===== src/rtl/mux2_rr_feeder_pkg.sv =====
// rtl/mux2_rr_feeder_pkg.sv - shared scheduler state encoding for the mux2 feeder
package mux2_rr_feeder_pkg;

    // Bit 1 alone marks SERVE1, so the mux select is a plain state register bit
    typedef enum logic [1:0] {
        ST_IDLE   = 2'b00,
        ST_SERVE0 = 2'b01,
        ST_SERVE1 = 2'b10
    } arb_state_e;

endpackage


===== src/rtl/mux2_rr_feeder_rr_arb2.sv =====
// rtl/mux2_rr_feeder_rr_arb2.sv - two-way round-robin scheduler FSM with last-served pointer
module rr_arb2
    import mux2_rr_feeder_pkg::*;
(
    input  logic       clk,
    input  logic       rst,
    input  logic       full0,
    input  logic       full1,
    input  logic       out_ready,
    output arb_state_e state,
    output logic [1:0] grant_done
);

    arb_state_e state_nxt;
    logic       last;
    logic       last_nxt;

    // State and last-served pointer; last resets to 1 so slot 0 wins the first tie
    always_ff @(posedge clk) begin
        if (rst) begin
            state <= ST_IDLE;
            last  <= 1'b1;
        end else begin
            state <= state_nxt;
            last  <= last_nxt;
        end
    end

    // Next-state: pick a full slot from IDLE, chain straight to the other slot after a handshake
    always_comb begin
        state_nxt  = state;
        last_nxt   = last;
        grant_done = 2'b00;
        case (state)
            ST_IDLE: begin
                if (full0 && full1) begin
                    state_nxt = last ? ST_SERVE0 : ST_SERVE1;
                end else if (full0) begin
                    state_nxt = ST_SERVE0;
                end else if (full1) begin
                    state_nxt = ST_SERVE1;
                end
            end
            ST_SERVE0: begin
                if (out_ready) begin
                    grant_done[0] = 1'b1;
                    last_nxt      = 1'b0;
                    state_nxt     = full1 ? ST_SERVE1 : ST_IDLE;
                end
            end
            ST_SERVE1: begin
                if (out_ready) begin
                    grant_done[1] = 1'b1;
                    last_nxt      = 1'b1;
                    state_nxt     = full0 ? ST_SERVE0 : ST_IDLE;
                end
            end
            default: begin
                state_nxt = ST_IDLE;
            end
        endcase
    end

endmodule


===== src/rtl/mux2_rr_feeder.sv =====
// rtl/mux2_rr_feeder.sv - two one-word source slots feeding a 2:1 mux under round-robin select
module mux2_rr_feeder
    import mux2_rr_feeder_pkg::*;
#(
    parameter int N = 2
) (
    input  logic         clk,
    input  logic         rst,
    input  logic         in0_valid,
    input  logic [N-1:0] in0_data,
    output logic         in0_ready,
    input  logic         in1_valid,
    input  logic [N-1:0] in1_data,
    output logic         in1_ready,
    output logic [N-1:0] x0,
    output logic [N-1:0] x1,
    output logic         s,
    output logic         out_valid,
    input  logic         out_ready
);

    logic [N-1:0] data0;
    logic [N-1:0] data1;
    logic         full0;
    logic         full1;
    arb_state_e   state;
    logic [1:0]   grant_done;

    assign in0_ready = ~full0 & ~rst;
    assign in1_ready = ~full1 & ~rst;

    // Slot 0: capture when empty, release on its handshake (never both, ready is low while full)
    always_ff @(posedge clk) begin
        if (rst) begin
            full0 <= 1'b0;
            data0 <= '0;
        end else if (in0_valid && in0_ready) begin
            full0 <= 1'b1;
            data0 <= in0_data;
        end else if (grant_done[0]) begin
            full0 <= 1'b0;
        end
    end

    // Slot 1: same policy as slot 0
    always_ff @(posedge clk) begin
        if (rst) begin
            full1 <= 1'b0;
            data1 <= '0;
        end else if (in1_valid && in1_ready) begin
            full1 <= 1'b1;
            data1 <= in1_data;
        end else if (grant_done[1]) begin
            full1 <= 1'b0;
        end
    end

    rr_arb2 u_arb (
        .clk        (clk),
        .rst        (rst),
        .full0      (full0),
        .full1      (full1),
        .out_ready  (out_ready),
        .state      (state),
        .grant_done (grant_done)
    );

    assign x0        = data0;
    assign x1        = data1;
    assign s         = state[1];
    assign out_valid = state[1] | state[0];

endmodule

===== config.mk =====
export PLATFORM = sky130hd
export DESIGN_NAME = mux2_rr_feeder
export DESIGN_NICKNAME = d
export VERILOG_FILES = /design/src/rtl/mux2_rr_feeder_pkg.sv /design/src/rtl/mux2_rr_feeder_rr_arb2.sv /design/src/rtl/mux2_rr_feeder.sv
export SDC_FILE = /design/constraint.sdc
export NUM_CORES = 1
export LEC_CHECK = 0
export ABC_AREA = 1
export BUFFER_PORTS_ARGS = -buffer_cell sky130_fd_sc_hd__buf_4
export CORE_AREA = 5 5 42 44
export CTS_CLUSTER_SIZE = 10
export DETAILED_ROUTE_END_ITERATION = 16
export DIE_AREA = 0 0 47 49
export GPL_TIMING_DRIVEN = 0
export PLACE_DENSITY_LB_ADDON = 0.2
export SKIP_LAST_GASP = 1
export SLEW_MARGIN = 40
export SYNTH_ARGS = -nofsm -noshare
export SYNTH_HDL_FRONTEND = slang
export SYNTH_HIERARCHICAL = 1
export SYNTH_SLANG_ARGS = --single-unit
export TNS_END_PERCENT = 5

===== constraint.sdc =====
create_clock -name clk -period 0.85 [get_ports clk]
set_input_delay 0.17 -clock clk [delete_from_list [all_inputs] [get_ports clk]]
set_output_delay 0.17 -clock clk [all_outputs]
set_load 0.02 [all_outputs]

==> impl_results.md, run 1 <==
* Outcome: finished, violations left
* Failing checks: negative setup slack
* Internal at 0.840 mW
* Grt ovf at 0
* Max Freq at 907 MHz
* Diode count at 0
* Final Max Slew Viols at 0
* Number of synthesized flops with an enable pin at 0
* Final Skew at 1.77 ps
* Drc violations at 0
* Largest net degree at the start of global routing at 12
* Io pins at 17
* Startpoint types: register
* Yosys reg bits at 9
* CP arrival at roughly 930 ps
* RSZ-0062 raised after global routing: yes
* Period utilisation layout at 130%
* GRT Total Usage at under 10%
* Mean post-synth cell area at 6.48 µm²
* DIE HEIGHT at 49 µm
* Detailed Route WL at 858 µm
* Share of cells above drive strength 1 at 35.2%
* Root Buffer: clkbuf_4
* First-pass GRT wire length at 1450 µm
* First-pass DRT Iterations at 4
* Die Width at 47 µm
* WL/cell at 8.25 µm
* Most common cell in the netlist: nand2_1
* TritonCTS clock tree: done
* Final setup viols at 13
* Post-synth top cells: nand2_1 (21), inv_1 (11), dfxtp_1 (9), nand3_1 (8), nor2_1 (6)
* Rel. slew slack at 89.8%
* DP Area at 579 µm²
* Tightest Hold Check Type: in -> reg
* Largest fanout on the critical path at 2
* Min Hold Slack at between 100 and 150 ps
* Period minus WS final at about 1100 ps
* Leakage at 0.316 nW
* Mapped cell area at 428 µm²
* Via Count at around 460
* Prevailing post-synth register cell: dfxtp_1
* VDD IR-drop max at 917 µV
* Clk buf depth at 2
* Vias per Instance at 4.41
* Syn nets at 75
* Clock buffers created by TritonCTS at 3
* Final #Nets at 98
* Pwr dens at 1920 nW/µm²
* Core Box Area at 1400 µm²
* Initial antenna violation count at 0
* Design Area, Final at 636 µm²
* Switching power total at 0.379 mW
* Clock sinks at 9
* Starting Density at 30.5%
* H-Tree Depth at 1
* Standard-cell row count at 14
* Die area at about 2300 µm²
* Top cells by area, synth: dfxtp_1 (42%), nand2_1 (18%), inv_1 (9.6%)
* Remaining antenna violation count after routing at 0
* Synth Warn # at 6
* Fill count at 156
* Combinational Power Share at 31.6%
* MaxCap Viol Count at 0
* Switching part of the total at 31.1%
* Post-synth top area share at a little over two fifths
* Post-cts hold buffer count at 0
* Dpl hpwl at between 600 and 700 µm
* Largest area contributor in the netlist: dfxtp_1
* Async S/R FF share, synth at 0%
* Critical setup path kind: reg -> out
* Vias in the first global route at 389
* Register area share after synthesis at 42.1%
* Synth unique cells at 13
* Worst setup EP type: output port
* Clk_lat worst skew at 250 ps
* Port bufs at 16
* Mapped Cells at between 60 and 70
* Final worst slack at -253 ps
* Iteration-0 DRC Markers at 5
* Clk pin slew, worst setup/hold paths at 60 ps
* Worst slew pin tran at 154 ps
* Final hold vios at 0
* Share of power burned in registers at 42.0%
* Clock power frac at 26.4%
* Synthesis-to-finish area growth at 48.5%
* Gp weighted congestion at 0.734
* Worst EP required at 680 ps
state kept, by name, indices dropped and copies added (netlist names):
name and cells:
u_arb/state 2, x0 2, x1 2, full0 1
full1 1, u_arb/last 1
layer usage:
layer / GRT usage [%] / up-vias / routed length, µm
met2: 10.6 / 16 / 379
met1: 11.7 / 190 / 403
met5: 0 / - / 0
li1: - / 251 / -
met3: 2.95 / 2 / 63
met4: 6.91 / 0 / 12
layout make-up:
type	instances	area, µm²	area share (%)
clock buffer	4	26.3	4.13
inverter	12	45.0	7.09
multi-input combinational	45	218	34.3
sequential	9	188	29.5
tap	16	20.0	3.15
timing repair buffer	18	139	21.9
stage by stage:
| step | std cells | setup WS [ps] | util [%] | power, mW | TNS, ps |
|---|---|---|---|---|---|
| 5_1_grt | 104 | -274 | 45.4 | 1.30 | -2390 |
| 4_1_cts | 104 | -262 | 45.1 | 1.23 | -1780 |
| 3_5_place_dp | 98 | -105 | 41.3 | 0.865 | -249 |
| 3_3_place_gp | 98 | -103 | 41.3 | 0.862 | -230 |
| 2_1_floorplan | 66 | -10.1 | - | 0.728 | -29.7 |
| 6_report | 104 | -253 | 45.4 | 1.22 | -1590 |
critical path: stages, from the launching register on:
cell     delay (ps)
dfxtp_4         340
or2_4           220
buf_6           130
path summary, 6_finish.rpt:
check | from | endpoint | slack [ps] | depth (start not counted)
hold reg to reg | x1[0] | x1[0] | 520 | 4
setup reg to reg | u_arb/state[1] | full0 | -150 | 7
hold / removal | in0_data[0] | x0[0] | 140 | 3
setup / recovery | u_arb/state[1] | out_valid | -250 | 2
layout by cell type, fill, tap and decap left out:
master / instances
clkbuf_1: 1
inv_1: 11
a31oi_1: 1
or2_0: 1
nand3_1: 8
buf_6: 1
or2_4: 1
dfxtp_1: 5
nor2_4: 2
o221ai_1: 1
buf_4: 17
dfxtp_4: 1
nor2_1: 5
clkbuf_4: 3
nor2_2: 2
dfxtp_2: 3
a21oi_1: 1
o21ai_0: 2
nand2_1: 21
inv_2: 1
power by group through the flow:
stage | registers (mW) | logic, mW | clock network (mW)
CTS | 0.511 | 0.387 | 0.334
floorplan | 0.551 | 0.177 | 0
detailed placement | 0.530 | 0.335 | 0
global route | 0.519 | 0.429 | 0.351
global placement | 0.529 | 0.333 | 0
finish | 0.512 | 0.385 | 0.322
cell families after synthesis:
family / count (synthesis) / synth area share, %
flops: 9 / 42.1
buf+inv: 12 / 10.5
compound gates: 5 / 7.02
simple gates: 40 / 40.4
what timing repair did:
item                       CTS  global route
buffers inserted             2             0
hold endpoints to repair     0             0
setup endpoints to repair   13            17
resized for setup            5             2
Power figures use the tool's default switching activity.
==> run 2, diff against run 1 <==
--- a/config.mk
+++ b/config.mk
@@ -5,7 +5,7 @@
 export SDC_FILE = /design/constraint.sdc
 export NUM_CORES = 1
 export LEC_CHECK = 0
-export ABC_AREA = 1
+export ABC_AREA = 0
 export BUFFER_PORTS_ARGS = -buffer_cell sky130_fd_sc_hd__buf_4
 export CORE_AREA = 5 5 42 44
 export CTS_CLUSTER_SIZE = 10
==> run 2 against run 1 <==
Clock power is essentially flat. Clock skew grew 1.5 ps. Utilization grew 1.3 points. Wire length grew 12%. Sequential share of layout area is essentially flat. Final area grew 2.8%. Via count shrank 8.9%. Global-route usage grew 1.2 points. Sequential cell count is the same. Worst hold slack lost 17 ps. Combinational power shrank 35%. Cell count shrank 17%. The flow still finishes with violations (negative setup slack).
==> impl_results.md, run 2 <==
* Diode count at 0 (unchanged)
* Detailed Route WL at 962 µm (+12%)
* Top cells by area, synth: dfxtp_1 (41%), nand4bb_1 (10%), nand2b_4 (6.3%)
* Post-synth top cells: dfxtp_1 (9), nor2_1 (7), nand4bb_1 (4), o21ai_1 (4)
* Starting Density at 31.4% (+0.89 points)
* Worst setup EP type: output port
* Startpoint types: register
* Slowest cell on crit path: dfxtp_4
* Clk buf depth at 2 (unchanged)
* Simple-gate share of the synthesized area at 41.8% (+1.4 points)
* DIE HEIGHT at 49 µm (unchanged)
* WL/cell at 11.2 µm (+36%)
* Synth Warn # at 6 (unchanged)
* Standard-cell row count at 14 (unchanged)
* Final #Nets at 80 (-18%)
* Clk_lat worst skew at 250 ps (about the same)
* Dpl hpwl at 663 µm (-1.3%)
* Iteration-0 DRC Markers at 6 (+1)
* Mean post-synth cell area at 9.57 µm² (+48%)
* Switching power total at 0.281 mW (-26%)
* Share of power burned in registers at 45.7% (+3.7 points)
* Io pins at 17 (unchanged)
* Final hold vios at 0 (unchanged)
* Synth Area in Compound Gates at 14.8% (+7.8 points)
* Largest area contributor in the netlist: dfxtp_1
* Period minus WS final at 1130 ps (+30.6 ps)
* Root Buffer: clkbuf_4
* Worst path max stage delay at 360 ps (+20 ps)
* Finished Core Util at 46.6% (+1.3 points)
* Max Freq at 882 MHz (-2.7%)
* Pwr dens at 1620 nW/µm² (-16%)
* Combinational Power Share at 23.8% (-7.8 points)
* Critical path's top delay family: flip-flops
* CP arrival at 960 ps (+30 ps)
* Leakage at 0.285 nW (-9.9%)
* Clock buffers created by TritonCTS at 3 (unchanged)
* Syn nets at 55 (-27%)
* Share of cells above drive strength 1 at 45.7% (+10 points)
* Mapped Cells at 46 (-30%)
* Worst slew pin tran at 194 ps (+40.7 ps)
* Largest family of logic cells by synthesized area: simple AND/OR/NAND/NOR gates
* Final worst slack at -283 ps (-30.6 ps)
* Final Skew at 3.29 ps (+1.52 ps)
* Via Count at 418 (-8.9%)
* Largest fanout on the critical path at 7 (+5)
* Clock sinks at 9 (unchanged)
* RSZ-0062 raised after global routing: yes
* Outcome: finished, violations left
* Mapped cell area at 440 µm² (+2.9%)
* Switching part of the total at 26.7% (-4.4 points)
* Core Box Area at 1400 µm² (unchanged)
* Prevailing post-synth register cell: dfxtp_1
* Drc violations at 0 (unchanged)
* First-pass DRT Iterations at 4 (unchanged)
* TritonCTS clock tree: done
* VDD IR-drop max at 583 µV (-36%)
* Placed instance count at 78 (-20%)
* Initial antenna violation count at 0 (unchanged)
* Mux cell area share after synthesis at 0% (unchanged)
* Failing checks: negative setup slack
* Final non-filler cell total at 86 (-17%)
* Critical setup path kind: reg -> out
* Internal at 0.774 mW (-7.8%)
* Die Width at 47 µm (unchanged)
* Final Max Slew Viols at 0 (unchanged)
* Clock power frac at 30.5% (+4.1 points)
* Remaining antenna violation count after routing at 0 (unchanged)
* Period utilisation layout at 133% (+3.6 points)
* Post-cts hold buffer count at 0 (unchanged)
* Tightest Hold Check Type: in -> reg
* Yosys reg bits at 9 (unchanged)
* Rel. slew slack at 87.0% (-2.8 points)
* Most common cell after layout, fill and taps aside: buf_4
* Synthesis-to-finish area growth at 48.3%
* Port bufs at 16 (unchanged)
* GRT Total Usage at 9.88% (+1.2 points)
* Gp weighted congestion at 0.728 (-0.90%)
* Crit path cell chain: or2_1 > buf_6
* Synth Area in XOR/XNOR at 0% (unchanged)
* Most frequent cells in the layout: buf_4 (19), nor2_1 (7), dfxtp_1 (5)
* Final setup viols at 12 (-1)
* Setup_tns at -1940 ps (-344 ps)
* H-Tree Depth at 1 (unchanged)
* Vias in the first global route at 391 (+0.51%)
* Vias per Instance at 4.86 (+10%)
* Grt ovf at 0 (unchanged)
* Async S/R FF share, synth at 0% (unchanged)
* Register area share after synthesis at 40.9% (-1.2 points)
* Clk pin slew, worst setup/hold paths at 60 ps (about the same)
* Crit path buffers/inverters at 1 (unchanged)
* Total power at 1.06 mW (-13%)
* Post-synthesis adder-cell area fraction at 0% (unchanged)
* Number of synthesized flops with an enable pin at 0 (unchanged)
* Worst EP required at 680 ps (about the same)
* First-pass GRT wire length at 1610 µm (+11%)
* Post-synth top area share at 40.9% (-1.2 points)
* Largest net degree at the start of global routing at 11 (-1)
* Die area at 2300 µm² (unchanged)
* Synth unique cells at 18 (+5)
* MaxCap Viol Count at 0 (unchanged)
* Most common cell in the netlist: dfxtp_1
run 2: worst reg2reg max path, cell delays in order, from the launching register on:
cell	delay (ps)
dfxtp_4	350
buf_4	100
and3b_2	200
nor2b_1	50
or3_1	290
run 2: area by class of cell:
cell class                      instances  area [µm²]
Fill cell                             163         748
Multi-Input combinational cell         36         249
Sequential cell                         9         193
Timing Repair Buffer                   20         154
Clock buffer                            4        26.3
Tap cell                               16        20.0
Buffer                                  1        11.3
run 2: power by group through the flow:
stage / clock network, mW / logic [mW] / registers [mW]
finish: 0.322 / 0.251 / 0.483
global route: 0.369 / 0.272 / 0.489
CTS: 0.341 / 0.245 / 0.484
floorplan: 0 / 0.107 / 0.511
global placement: 0 / 0.218 / 0.498
detailed placement: 0 / 0.218 / 0.498
run 2: metal layers:
metal / part of all wire (%) / wire (µm) / GRT usage (%) / vias to the layer above
li1: - / - / - / 214
met1: 43 / 414 / 11.7 / 184
met2: 46 / 444 / 14.5 / 18
met3: 9.8 / 94 / 4.06 / 2
met4: 0.94 / 9 / 5.53 / 0
met5: 0 / 0 / 0 / -
run 2: cell families after synthesis:
kind of cell    count (synthesis)
simple gates                   26
flops                           9
buf+inv                         1
compound gates                 10
run 2: stage by stage:
step	instance area, µm²	hold WS [ps]	setup slack [ps]
2_1_floorplan	445	229	-206
3_3_place_gp	586	389	-266
3_5_place_dp	586	385	-261
4_1_cts	642	115	-291
5_1_grt	653	114	-318
6_report	653	118	-283
run 2: final timing paths:
kind	start	endpoint	slack [ps]	cells past startpoint
max	u_arb/state[1]	out_valid	-280	2
min	rst	u_arb/state[1]	120	2
max reg2reg	u_arb/state[0]	u_arb/last	-250	4
min reg2reg	x0[1]	x0[1]	460	2
run 2: timing repair:
action | in CTS | in global routing
pin swaps | 0 | 2
buffers inserted | 3 | 1
gates resized for setup | 3 | 2
setup endpoints to repair | 12 | 13
